[config.mk]
export PLATFORM = sky130hd
export DESIGN_NAME = sa_wresp_merge
export DESIGN_NICKNAME = d
export VERILOG_FILES = /design/src/rtl/sa_wresp_merge.sv
export SDC_FILE = /design/constraint.sdc
export NUM_CORES = 1
export LEC_CHECK = 0
export ABC_AREA = 1
export CAP_MARGIN = 20
export CORE_UTILIZATION = 62
export CTS_BUF_LIST = sky130_fd_sc_hd__clkbuf_4 sky130_fd_sc_hd__clkbuf_8
export CTS_CLUSTER_DIAMETER = 120
export CTS_CLUSTER_SIZE = 8
export DETAILED_ROUTE_END_ITERATION = 10
export GPL_TIMING_DRIVEN = 0
export HOLD_SLACK_MARGIN = 0.15
export PLACE_DENSITY = 0.88
export SLEW_MARGIN = 20
export SYNTH_ARGS = -nofsm -noshare
export SYNTH_HDL_FRONTEND = slang
export SYNTH_SLANG_ARGS = --single-unit
[constraint.sdc]
create_clock -name ACLK_i -period 6.7 [get_ports ACLK_i]
set_input_delay 1.34 -clock ACLK_i [delete_from_list [all_inputs] [get_ports ACLK_i]]
set_output_delay 1.34 -clock ACLK_i [all_outputs]
set_load 0.02 [all_outputs]
[src/rtl/sa_wresp_merge.sv]
// Write-response merger: tracks issued AWs, folds split sub-responses into one
// prioritised BRESP and routes the merged response to the originating master.
module sa_wresp_merge #(
  parameter int MST_AMT         = 4,
  parameter int OUTSTANDING_AMT = 8,
  parameter int MST_ID_W        = $clog2(MST_AMT),
  parameter int TRANS_MST_ID_W  = 5,
  parameter int TRANS_SLV_ID_W  = TRANS_MST_ID_W + MST_ID_W,
  parameter int TRANS_WR_RESP_W = 2,
  parameter int SPLIT_W         = 3
) (
  input  logic                                ACLK_i,
  input  logic                                ARESET_i,
  input  logic [TRANS_SLV_ID_W-1:0]           AW_AxID_i,
  input  logic [SPLIT_W-1:0]                  AW_split_num_i,
  input  logic                                AW_shift_en_i,
  output logic                                AW_stall_o,
  input  logic [TRANS_SLV_ID_W-1:0]           s_BID_i,
  input  logic [TRANS_WR_RESP_W-1:0]          s_BRESP_i,
  input  logic                                s_BVALID_i,
  output logic                                s_BREADY_o,
  output logic [TRANS_MST_ID_W*MST_AMT-1:0]   dsp_BID_o,
  output logic [TRANS_WR_RESP_W*MST_AMT-1:0]  dsp_BRESP_o,
  output logic [MST_AMT-1:0]                  dsp_BVALID_o,
  input  logic [MST_AMT-1:0]                  dsp_BREADY_i,
  output logic                                id_mismatch_o
);

  localparam int PTR_W = $clog2(OUTSTANDING_AMT);
  localparam int ENT_W = SPLIT_W + TRANS_SLV_ID_W;
  localparam int RK_W  = TRANS_WR_RESP_W + 1;

  typedef enum logic {EMPTY, FULL} out_state_e;

  logic [ENT_W-1:0]           fifo_mem [OUTSTANDING_AMT];
  logic [PTR_W:0]             wr_ptr, rd_ptr;
  logic                       fifo_full, fifo_empty;
  logic                       push, pop;
  logic [ENT_W-1:0]           head;
  logic [SPLIT_W-1:0]         head_split;
  logic [TRANS_SLV_ID_W-1:0]  head_id;

  logic [SPLIT_W-1:0]         sub_cnt;
  logic [TRANS_WR_RESP_W-1:0] acc_resp;
  logic                       acc_vld;
  logic [TRANS_WR_RESP_W-1:0] merged_resp;
  logic                       handshake, final_hs;

  out_state_e                 out_state, out_state_nxt;
  logic [MST_ID_W-1:0]        out_mst;
  logic [TRANS_MST_ID_W-1:0]  out_id;
  logic [TRANS_WR_RESP_W-1:0] out_resp;
  logic                       drain;
  logic                       mismatch_q;

  // Ordering used for merging: DECERR > SLVERR > OKAY > EXOKAY.
  function automatic logic [RK_W-1:0] resp_rank(input logic [TRANS_WR_RESP_W-1:0] r);
    if (r == TRANS_WR_RESP_W'(0))      return RK_W'(1);
    else if (r == TRANS_WR_RESP_W'(1)) return RK_W'(0);
    else                               return {1'b0, r} + RK_W'(1);
  endfunction

  assign fifo_empty = (wr_ptr == rd_ptr);
  assign fifo_full  = (wr_ptr[PTR_W] != rd_ptr[PTR_W]) &&
                      (wr_ptr[PTR_W-1:0] == rd_ptr[PTR_W-1:0]);
  assign head       = fifo_mem[rd_ptr[PTR_W-1:0]];
  assign head_split = head[ENT_W-1 -: SPLIT_W];
  assign head_id    = head[TRANS_SLV_ID_W-1:0];

  assign drain      = (out_state == FULL) && dsp_BREADY_i[out_mst];
  assign s_BREADY_o = !ARESET_i && !fifo_empty &&
                      ((sub_cnt < head_split) || (out_state == EMPTY) || drain);
  assign handshake  = s_BVALID_i && s_BREADY_o;
  assign final_hs   = handshake && (sub_cnt == head_split);
  assign pop        = final_hs;
  // A push at full is accepted only when the head is retiring in the same cycle.
  assign push       = AW_shift_en_i && (!fifo_full || pop);
  assign AW_stall_o = fifo_full && !ARESET_i;

  always_comb begin
    merged_resp = acc_resp;
    if (!acc_vld || (resp_rank(s_BRESP_i) > resp_rank(acc_resp))) merged_resp = s_BRESP_i;
  end

  always_ff @(posedge ACLK_i) begin
    if (push) fifo_mem[wr_ptr[PTR_W-1:0]] <= {AW_split_num_i, AW_AxID_i};
  end

  always_ff @(posedge ACLK_i) begin
    if (ARESET_i) begin
      wr_ptr <= '0;
      rd_ptr <= '0;
    end else begin
      if (push) wr_ptr <= wr_ptr + 1'b1;
      if (pop)  rd_ptr <= rd_ptr + 1'b1;
    end
  end

  always_ff @(posedge ACLK_i) begin
    if (ARESET_i) begin
      sub_cnt  <= '0;
      acc_resp <= '0;
      acc_vld  <= 1'b0;
    end else if (final_hs) begin
      sub_cnt  <= '0;
      acc_resp <= '0;
      acc_vld  <= 1'b0;
    end else if (handshake) begin
      sub_cnt  <= sub_cnt + 1'b1;
      acc_resp <= merged_resp;
      acc_vld  <= 1'b1;
    end
  end

  always_ff @(posedge ACLK_i) begin
    if (ARESET_i)                              mismatch_q <= 1'b0;
    else if (handshake && (s_BID_i != head_id)) mismatch_q <= 1'b1;
  end

  always_ff @(posedge ACLK_i) begin
    if (ARESET_i) out_state <= EMPTY;
    else          out_state <= out_state_nxt;
  end

  always_comb begin
    out_state_nxt = out_state;
    case (out_state)
      EMPTY:   if (final_hs) out_state_nxt = FULL;
      FULL:    if (final_hs) out_state_nxt = FULL;
               else if (drain) out_state_nxt = EMPTY;
      default: out_state_nxt = EMPTY;
    endcase
  end

  always_ff @(posedge ACLK_i) begin
    if (ARESET_i) begin
      out_mst  <= '0;
      out_id   <= '0;
      out_resp <= '0;
    end else if (final_hs) begin
      out_mst  <= s_BID_i[TRANS_SLV_ID_W-1 -: MST_ID_W];
      out_id   <= s_BID_i[TRANS_MST_ID_W-1:0];
      out_resp <= merged_resp;
    end
  end

  always_comb begin
    dsp_BVALID_o  = '0;
    dsp_BID_o     = '0;
    dsp_BRESP_o   = '0;
    id_mismatch_o = 1'b0;
    if (!ARESET_i) begin
      if (out_state == FULL) dsp_BVALID_o[out_mst] = 1'b1;
      dsp_BID_o     = {MST_AMT{out_id}};
      dsp_BRESP_o   = {MST_AMT{out_resp}};
      id_mismatch_o = mismatch_q;
    end
  end

endmodule

==> results of run 1 <==
-- worst min-delay path: cells and delay by family (launching register included) --
family          cells  cell delay (ps)
flops               1              330
compound gates      1               50
buf+inv             1               50
-- through the flow --
stage               std cells  worst slack (ps)
floorplan                 509              3200
global placement          672              2080
detailed placement        672              2040
CTS                       688              1730
global route              689              1500
finish                    689              1700
-- per-layer routing --
metal / global-route usage / part of all wire
met1: 0.343 / 0.42
met2: 0.427 / 0.47
met3: 0.0513 / 0.077
met4: 0.176 / 0.034
met5: 0 / 0
-- layout by cell type (no fill, tap or decap), types with 2 or more instances in the layout --
| cell type | Yosys | routed |
|---|---|---|
| a21oi_1 | 23 | 23 |
| buf_2 | 10 | 10 |
| buf_4 | 22 | 23 |
| clkbuf_1 | 7 | 7 |
| clkbuf_8 | 0 | 9 |
| clkdlybuf4s50_1 | 0 | 61 |
| clkinv_1 | 1 | 3 |
| clkinvlp_4 | 0 | 2 |
| dfxtp_1 | 28 | 28 |
| edfxtp_1 | 80 | 80 |
| ha_1 | 9 | 9 |
| inv_1 | 33 | 33 |
| inv_2 | 5 | 5 |
| nand2_1 | 103 | 103 |
| nand2_4 | 2 | 2 |
| nand3_1 | 43 | 43 |
| nor2_1 | 72 | 69 |
| nor2_2 | 0 | 3 |
| nor3_1 | 5 | 5 |
| o21ai_0 | 38 | 38 |
| o21ai_1 | 9 | 9 |
| o221ai_1 | 2 | 2 |
| o22ai_1 | 4 | 4 |
| xor2_1 | 3 | 3 |
-- cell families (layout without fill, tap and decap cells) --
logic type | Yosys count | in the layout | share of synthesized area
buf+inv | 79 | 157 | 0.0809
fa+ha+maj | 9 | 9 | 0.0230
compound gates | 77 | 77 | 0.0814
xor+xnor | 4 | 4 | 0.00715
flops | 108 | 108 | 0.605
simple gates | 232 | 232 | 0.203
-- synthesized netlist by cell type, types with 4 or more instances --
library cell and instances:
o21ai_1 9, ha_1 9, nor3_1 5, edfxtp_1 80, buf_4 22, o21ai_0 38, a21oi_1 23, nand3_1 43
nand2_1 103, clkbuf_1 7, inv_1 33, dfxtp_1 28, inv_2 5, buf_2 10, o22ai_1 4, nor2_1 72
-- report_power, final --
part	total [mW]	internal [mW]	switching, mW
clock	0.391	0.177	0.214
sequential	0.736	0.731	0.00562
combinational	0.103	0.0408	0.0620
total	1.23	0.949	0.282
-- final cells by class --
type                       count  area, µm²
fill                         523       1840
sequential                   108       2960
tap                          102        128
multi-input combinational    322       1550
buffer                        39        241
timing repair buffer          62        618
clock buffer                  10        131
inverter                      40        155
clock inverter                 6       63.8
-- worst max-delay path by stage --
stage,to,from,slack (ps),depth (start not counted)
floorplan,dsp_BID_o[10],ARESET_i,3200,3
global placement,dsp_BRESP_o[3],ARESET_i,2080,5
detailed placement,dsp_BID_o[13],ARESET_i,2040,5
CTS,s_BREADY_o,flop,1730,12
global route,s_BREADY_o,flop,1500,12
finish,s_BREADY_o,flop,1700,12
-- sequential cells by signal, indices dropped and copies added, names as in the netlist, 2 cells and up, named ones only --
| register | cells |
|---|---|
| out_mst | 2 |
| out_id | 5 |
| sub_cnt | 3 |
| wr_ptr | 4 |
| rd_ptr | 4 |
| out_resp | 2 |
| fifo_mem | 80 |
| acc_resp | 2 |
==> run metrics, run 1 <==
CTS Buffer Depth=2; crit-path max FO=10; Hold Crit Class=flop to flop; final WL=10,600 µm; Worst setup SP type=flop; crit path max-delay cell type=clkdlybuf4s50_1; Crit path largest cell delay=530 ps; WP data required=5360 ps; reg2reg end=fifo_mem[5][1]; outcome=finished clean; Hold Crit Endpoint=acc_vld; Period Utilization, post-route=0.747; Root Driver=clkbuf_8; Remaining DRCs=0; min Tclk post-route=5000 ps; Final ANT Viol Nets=0; final hold violation count=0; DRT iter0 DRCs=421; Pins Over Slew Limit=0; most frequent CP cell=o21ai_0; wire per inst=15.3 µm; VDD IR max=0.160 mV; Max Freq=200 MHz; fraction of layout cells with a size suffix above 1=0.109; first-pass GRT wire length=16,800 µm; fraction of registers with async set/reset=0; Clock Skew=14.0 ps; router iterations before antenna repair=5; Post-DP Area=5640 µm²; top cells by area, synth=edfxtp_1, dfxtp_1, nand2_1; Slew @ Worst Pin=1130 ps; antenna diode count=0; worst-path cell chain=inv_2 -> clkbuf_1 -> clkbuf_1 -> o21ai_0 -> o221ai_1 -> o21ai_0 -> ha_1 -> nand2_1 -> o21ai_0 -> nand3_1 -> and2_4 -> clkdlybuf4s50_1; worst path bufs/invs=4; final setup violation count=0; count of buffers from port buffering=61; yosys warns=0; post-route cell area=5850 µm²; WP data arrival=3660 ps; dominant synthesized flop cell=edfxtp_1; Worst-path clk slew=100 ps; Slew headroom=0.247; # hold bufs at CTS=0; Seq cells post-synth=108; post-synth top area cell=edfxtp_1; TritonCTS clock tree=done; htree depth=3; Power Density=210 nW/µm²; RSZ-0062 raised after global routing=false; synth unique cells=30; Core Region=7690 µm²; area fraction of the dominant cell type after synthesis=0.490; Setup TNS Final=0 ps; R2R cell count=14; Routability Congestion=0.857; detailed placement HPWL=7230 µm; fin nets=618; Clk Latency, worst-skew pair=370 ps; Die Width=90.9 µm; EDFF count, synth=80; Cells on Worst Hold Path=2; Starting Density=0.638; Final Core Density=0.761; syn nets=545; Power, Total=1.23 mW; cells resized by post-CTS repair=0; Leakage=2.25 nW; Area Overhead vs Synth=19.4%; Reg2Reg Setup Slack=2480 ps; Mean Syn Cell Area=9.63 µm²; TritonCTS buffer count=9; Core Rows=32; Crit Path Class=flop to output port; vias in the first global route=3,581; post-synthesis sequential area ratio=0.605; Hold Slack=454 ps; cell family with most CP delay=buffers and inverters; Vias/cell=5.59; CP endpoint kind=output port; largest net degree at the start of global routing=18; post-CTS setup buffer count=0; clk sinks=108; die area=8260 µm²; synthesized instance count=509; die extent in y=90.9 µm; total congestion overflow=0; routed vias=3,852; MaxCap Viol Count=0; initial antenna violation count=0; post-synthesis cell area=4900 µm²; GRT Util Overall=0.271; Hold Crit Start=acc_vld; # IOs=62
No activity file was read; power rests on OpenSTA's default activity.
==> inputs of run 2 (changes only) <==
--- a/config.mk
+++ b/config.mk
@@ -7,14 +7,14 @@
 export LEC_CHECK = 0
 export ABC_AREA = 1
 export CAP_MARGIN = 20
-export CORE_UTILIZATION = 62
+export CORE_UTILIZATION = 57
 export CTS_BUF_LIST = sky130_fd_sc_hd__clkbuf_4 sky130_fd_sc_hd__clkbuf_8
 export CTS_CLUSTER_DIAMETER = 120
 export CTS_CLUSTER_SIZE = 8
 export DETAILED_ROUTE_END_ITERATION = 10
 export GPL_TIMING_DRIVEN = 0
 export HOLD_SLACK_MARGIN = 0.15
-export PLACE_DENSITY = 0.88
+export PLACE_DENSITY = 0.82
 export SLEW_MARGIN = 20
 export SYNTH_ARGS = -nofsm -noshare
 export SYNTH_HDL_FRONTEND = slang
==> constraint.sdc (replaced) <==
create_clock -name ACLK_i -period 5.2 [get_ports ACLK_i]
set_input_delay 1.04 -clock ACLK_i [delete_from_list [all_inputs] [get_ports ACLK_i]]
set_output_delay 1.04 -clock ACLK_i [all_outputs]
set_load 0.02 [all_outputs]
==> run metrics, run 2 (synthesis results as in run 1) <==
htree depth=3; wire per inst=15.1 µm; antenna diode count=0; min Tclk post-route=4740 ps; Final ANT Viol Nets=0; most common cell after layout, fill and taps aside=nand2_1; Max Freq=211 MHz; most frequent cells in the layout=nand2_1, edfxtp_1, nor2_1; Slew @ Worst Pin=1100 ps; Largest register FFs=80; Starting Density=0.593; die area=8970 µm²; WP data required=4160 ps; crit path max-delay cell type=clkdlybuf4s50_1; Routability Congestion=0.835; met1 WL=4530 µm; Die Width=94.7 µm; fin nets=617; final WL=10,400 µm; cell family with most CP delay=buffers and inverters; WP data arrival=3700 ps; post-CTS setup buffer count=0; Core Region=8260 µm²; met2 WL=4940 µm; GRT Util Overall=0.254; met3 routed wirelength=696 µm; detailed placement HPWL=7310 µm; Worst-path clk slew=100 ps; post-route cell area=5830 µm²; Worst setup SP type=flop; # hold bufs at CTS=0; CP Depth=12; Root Driver=clkbuf_8; Vias/cell=5.41; crit-path max FO=10; R2R cell count=14; cells resized by post-CTS repair=0; Setup TNS Final=0 ps; clk sinks=108; DRT iter0 DRCs=299; Area Overhead vs Synth=19.0%; Leakage=2.24 nW; MaxCap Viol Count=0; outcome=finished clean; Pins Over Slew Limit=0; fraction of layout cells with a size suffix above 1=0.111; Hold Crit Class=flop to flop; Cells on Worst Hold Path=2; largest net degree at the start of global routing=20; Core Rows=33; total congestion overflow=0; Period Utilization, post-route=0.911; vias in the first global route=3,424; Crit path largest cell delay=530 ps; worst-path cell chain=inv_2 -> clkbuf_1 -> clkbuf_1 -> o21ai_0 -> o22ai_1 -> o21ai_0 -> ha_1 -> nand2_1 -> o21ai_0 -> nand3_1 -> and2_4 -> clkdlybuf4s50_1; die extent in y=94.7 µm; TritonCTS clock tree=done; initial antenna violation count=0; Remaining DRCs=0; router iterations before antenna repair=5; Power Density=267 nW/µm²; CP endpoint kind=output port; Crit Path Class=flop to output port; Top Metal Used=met4; VDD IR max=0.181 mV; Post-DP Area=5650 µm²; count of buffers from port buffering=61; Slew headroom=0.266; Clock Skew=15.5 ps; routed vias=3,737; final hold violation count=0; final setup violation count=0; TritonCTS buffer count=9; worst path bufs/invs=4; most frequent CP cell=o21ai_0; # IOs=62; Clk Latency, worst-skew pair=380 ps; CTS Buffer Depth=2; RSZ-0062 raised after global routing=false; first-pass GRT wire length=16,800 µm
## run 2: stage by stage
| step | power, mW | worst slack, ps | cells | hold slack [ps] | util |
|---|---|---|---|---|---|
| after CTS | 1.56 | 432 | 691 | 463 | 0.706 |
| final | 1.56 | 465 | 691 | 456 | 0.706 |
| after global placement | 1.09 | 901 | 675 | 434 | 0.683 |
| after global routing | 1.62 | 200 | 691 | 482 | 0.706 |
| after floorplan | 1.04 | 2100 | 509 | 421 | - |
| after detailed placement | 1.10 | 851 | 675 | 448 | 0.684 |
## run 2: worst register-to-register path, cell delays in order (launching register included)
cell,delay [ps]
dfxtp_1,380
inv_2,90
clkbuf_1,400
clkbuf_1,370
o21ai_0,130
o221ai_1,150
o21ai_0,130
ha_1,320
a21oi_1,130
o21ai_0,160
nand3_1,210
nand4_4,170
nand2_4,140
nand3_1,140
nor2_1,860
## run 2: power by group
part	internal (mW)	total, mW	switching, mW
logic	0.0524	0.131	0.0789
registers	0.942	0.949	0.00731
clock network	0.182	0.479	0.297
## run 2: routing by layer
layer  global-route usage  vias up
met5                    0        -
met3               0.0403       21
met1                0.333     1722
li1                     -     1838
met4                0.122        0
met2                0.415      156
## run 2: path summary, 6_finish.rpt
| path | start | end | slack [ps] |
|---|---|---|---|
| max | flop | s_BREADY_o | 460 |
| min | acc_vld | acc_vld | 460 |
| max reg2reg | flop | fifo_mem[1][7] | 1060 |
| min reg2reg | acc_vld | acc_vld | 460 |
## run 2: layout make-up
type | count | area [µm²]
repair buffers | 61 | 611
well taps | 105 | 131
flip-flops and latches | 108 | 2960
multi-input cells | 322 | 1550
clock inverters | 7 | 56.3
clock buffers | 9 | 124
fillers | 604 | 2420
plain buffers | 39 | 241
inverters | 40 | 155
==> inputs of run 3 (changes only) <==
--- a/config.mk
+++ b/config.mk
@@ -8,14 +8,13 @@
 export ABC_AREA = 1
 export CAP_MARGIN = 20
 export CORE_UTILIZATION = 57
-export CTS_BUF_LIST = sky130_fd_sc_hd__clkbuf_4 sky130_fd_sc_hd__clkbuf_8
+export CTS_BUF_LIST = sky130_fd_sc_hd__clkbuf_8
 export CTS_CLUSTER_DIAMETER = 120
 export CTS_CLUSTER_SIZE = 8
 export DETAILED_ROUTE_END_ITERATION = 10
 export GPL_TIMING_DRIVEN = 0
 export HOLD_SLACK_MARGIN = 0.15
 export PLACE_DENSITY = 0.82
-export SLEW_MARGIN = 20
 export SYNTH_ARGS = -nofsm -noshare
 export SYNTH_HDL_FRONTEND = slang
 export SYNTH_SLANG_ARGS = --single-unit
==> run metrics, run 3 (synthesis results as in run 1) <==
outcome=finished clean; met3 usage in global routing=0.0475; Largest register FFs=80; most frequent cells in the layout=nand2_1, edfxtp_1, nor2_1; reg2reg end=fifo_mem[0][2]; die extent in y=94.7 µm; Worst-path clk slew=100 ps; WP data required=4160 ps; DRT iter0 DRCs=382; antenna diode count=0; Clock Skew=11.1 ps; count of buffers from port buffering=61; M2 GR Usage=0.412; clk sinks=108; largest net degree at the start of global routing=19; RSZ-0062 raised after global routing=false; TritonCTS clock tree=done; wire per inst=15.1 µm; most common cell after layout, fill and taps aside=nand2_1; Hold Crit Start=out_id[3]; crit-path max FO=10; Core Region=8260 µm²; Root Driver=clkbuf_8; vias in the first global route=3,464; final setup violation count=0; # hold bufs at CTS=0; CP endpoint kind=output port; R2R cell count=14; layer with the highest usage=met2; Power Density=263 nW/µm²; fraction of layout cells with a size suffix above 1=0.112; router iterations before antenna repair=6; Vias/cell=5.39; GRT Util Overall=0.255; Hold Crit Class=flop to flop; MaxCap Viol Count=0; post-CTS setup buffer count=0; Die Width=94.7 µm; Clk Latency, worst-skew pair=370 ps; WP data arrival=3720 ps; Cells on Worst Hold Path=2; Remaining DRCs=0; # IOs=62; TritonCTS buffer count=9; Final ANT Viol Nets=0; fillers=602; Leakage=2.26 nW; cells resized by post-CTS repair=0; Pins Over Slew Limit=0; Setup TNS Final=0 ps; Worst setup SP type=flop; Final Core Density=0.711; Crit Path Class=flop to output port; Reg2Reg Setup Slack=1030 ps; Routability Congestion=0.835; routed vias=3,754; Period Utilization, post-route=0.914; Max Freq=210 MHz; CTS Buffer Depth=2; htree depth=3; final hold violation count=0; min Tclk post-route=4760 ps; Slew headroom=0.269; total congestion overflow=0; VDD IR max=0.263 mV; met1 Use GR=0.329; initial antenna violation count=0; Core Rows=33; Area Overhead vs Synth=19.8%; final WL=10,500 µm; detailed placement HPWL=7390 µm; first-pass GRT wire length=16,800 µm; Hold Crit Endpoint=out_id[3]; Starting Density=0.593; fin nets=622; die area=8970 µm²; Slew @ Worst Pin=1090 ps
run 3: cell count changes in the layout (fill, tap and decap cells not counted), sizes merged:
| cell | before | now |
|---|---|---|
| clkinvlp | 1 | 3 |
| buf | 32 | 37 |
| inv | 42 | 39 |
| clkinv | 4 | 5 |
run 3: final cells by class:
cell class / count / area, µm² / area share
Buffer: 39 / 241 / 0.0411
Inverter: 40 / 155 / 0.0264
Tap cell: 105 / 131 / 0.0224
Timing Repair Buffer: 66 / 663 / 0.113
Multi-Input combinational cell: 322 / 1540 / 0.263
Sequential cell: 108 / 2960 / 0.505
Clock buffer: 9 / 124 / 0.0211
Clock inverter: 7 / 51.3 / 0.00874
run 3: worst max-delay path, stage by stage, from the launching register on:
cell and delay (ps):
dfxtp_1 380, inv_2 100, clkbuf_1 420, clkbuf_1 380, o21ai_0 130, o221ai_1 150
o21ai_0 150, ha_1 320, nand2_1 60, o21ai_0 270, nand3_1 210, and2_4 220
clkdlybuf4s50_1 530
run 3: layer usage:
layer,wire length (µm),vias to the layer above
li1,-,1855
met1,4450,1718
met2,5020,151
met3,790,30
met4,276,0
met5,0,-
run 3: report_power, final:
| group | internal, mW | switching, mW |
|---|---|---|
| registers | 0.942 | 0.00717 |
| clock network | 0.176 | 0.286 |
| logic | 0.0533 | 0.0787 |
run 3: worst max path at each step:
stage	endpoint	cells past startpoint	slack [ps]	from
global route	s_BREADY_o	12	190	flop
global placement	s_BREADY_o	12	900	flop
detailed placement	s_BREADY_o	12	840	flop
CTS	s_BREADY_o	12	430	flop
floorplan	s_BREADY_o	11	2100	flop
finish	s_BREADY_o	12	440	flop
run 3: per-stage QoR:
step,setup WS (ps),total power [mW],std cells,area [µm²],hold WS [ps]
after floorplan,2100,1.04,509,4900,421
after global placement,901,1.09,675,5640,434
after detailed placement,842,1.10,677,5670,446
after CTS,432,1.54,693,5840,461
after global routing,186,1.60,696,5870,493
final,445,1.54,696,5870,459
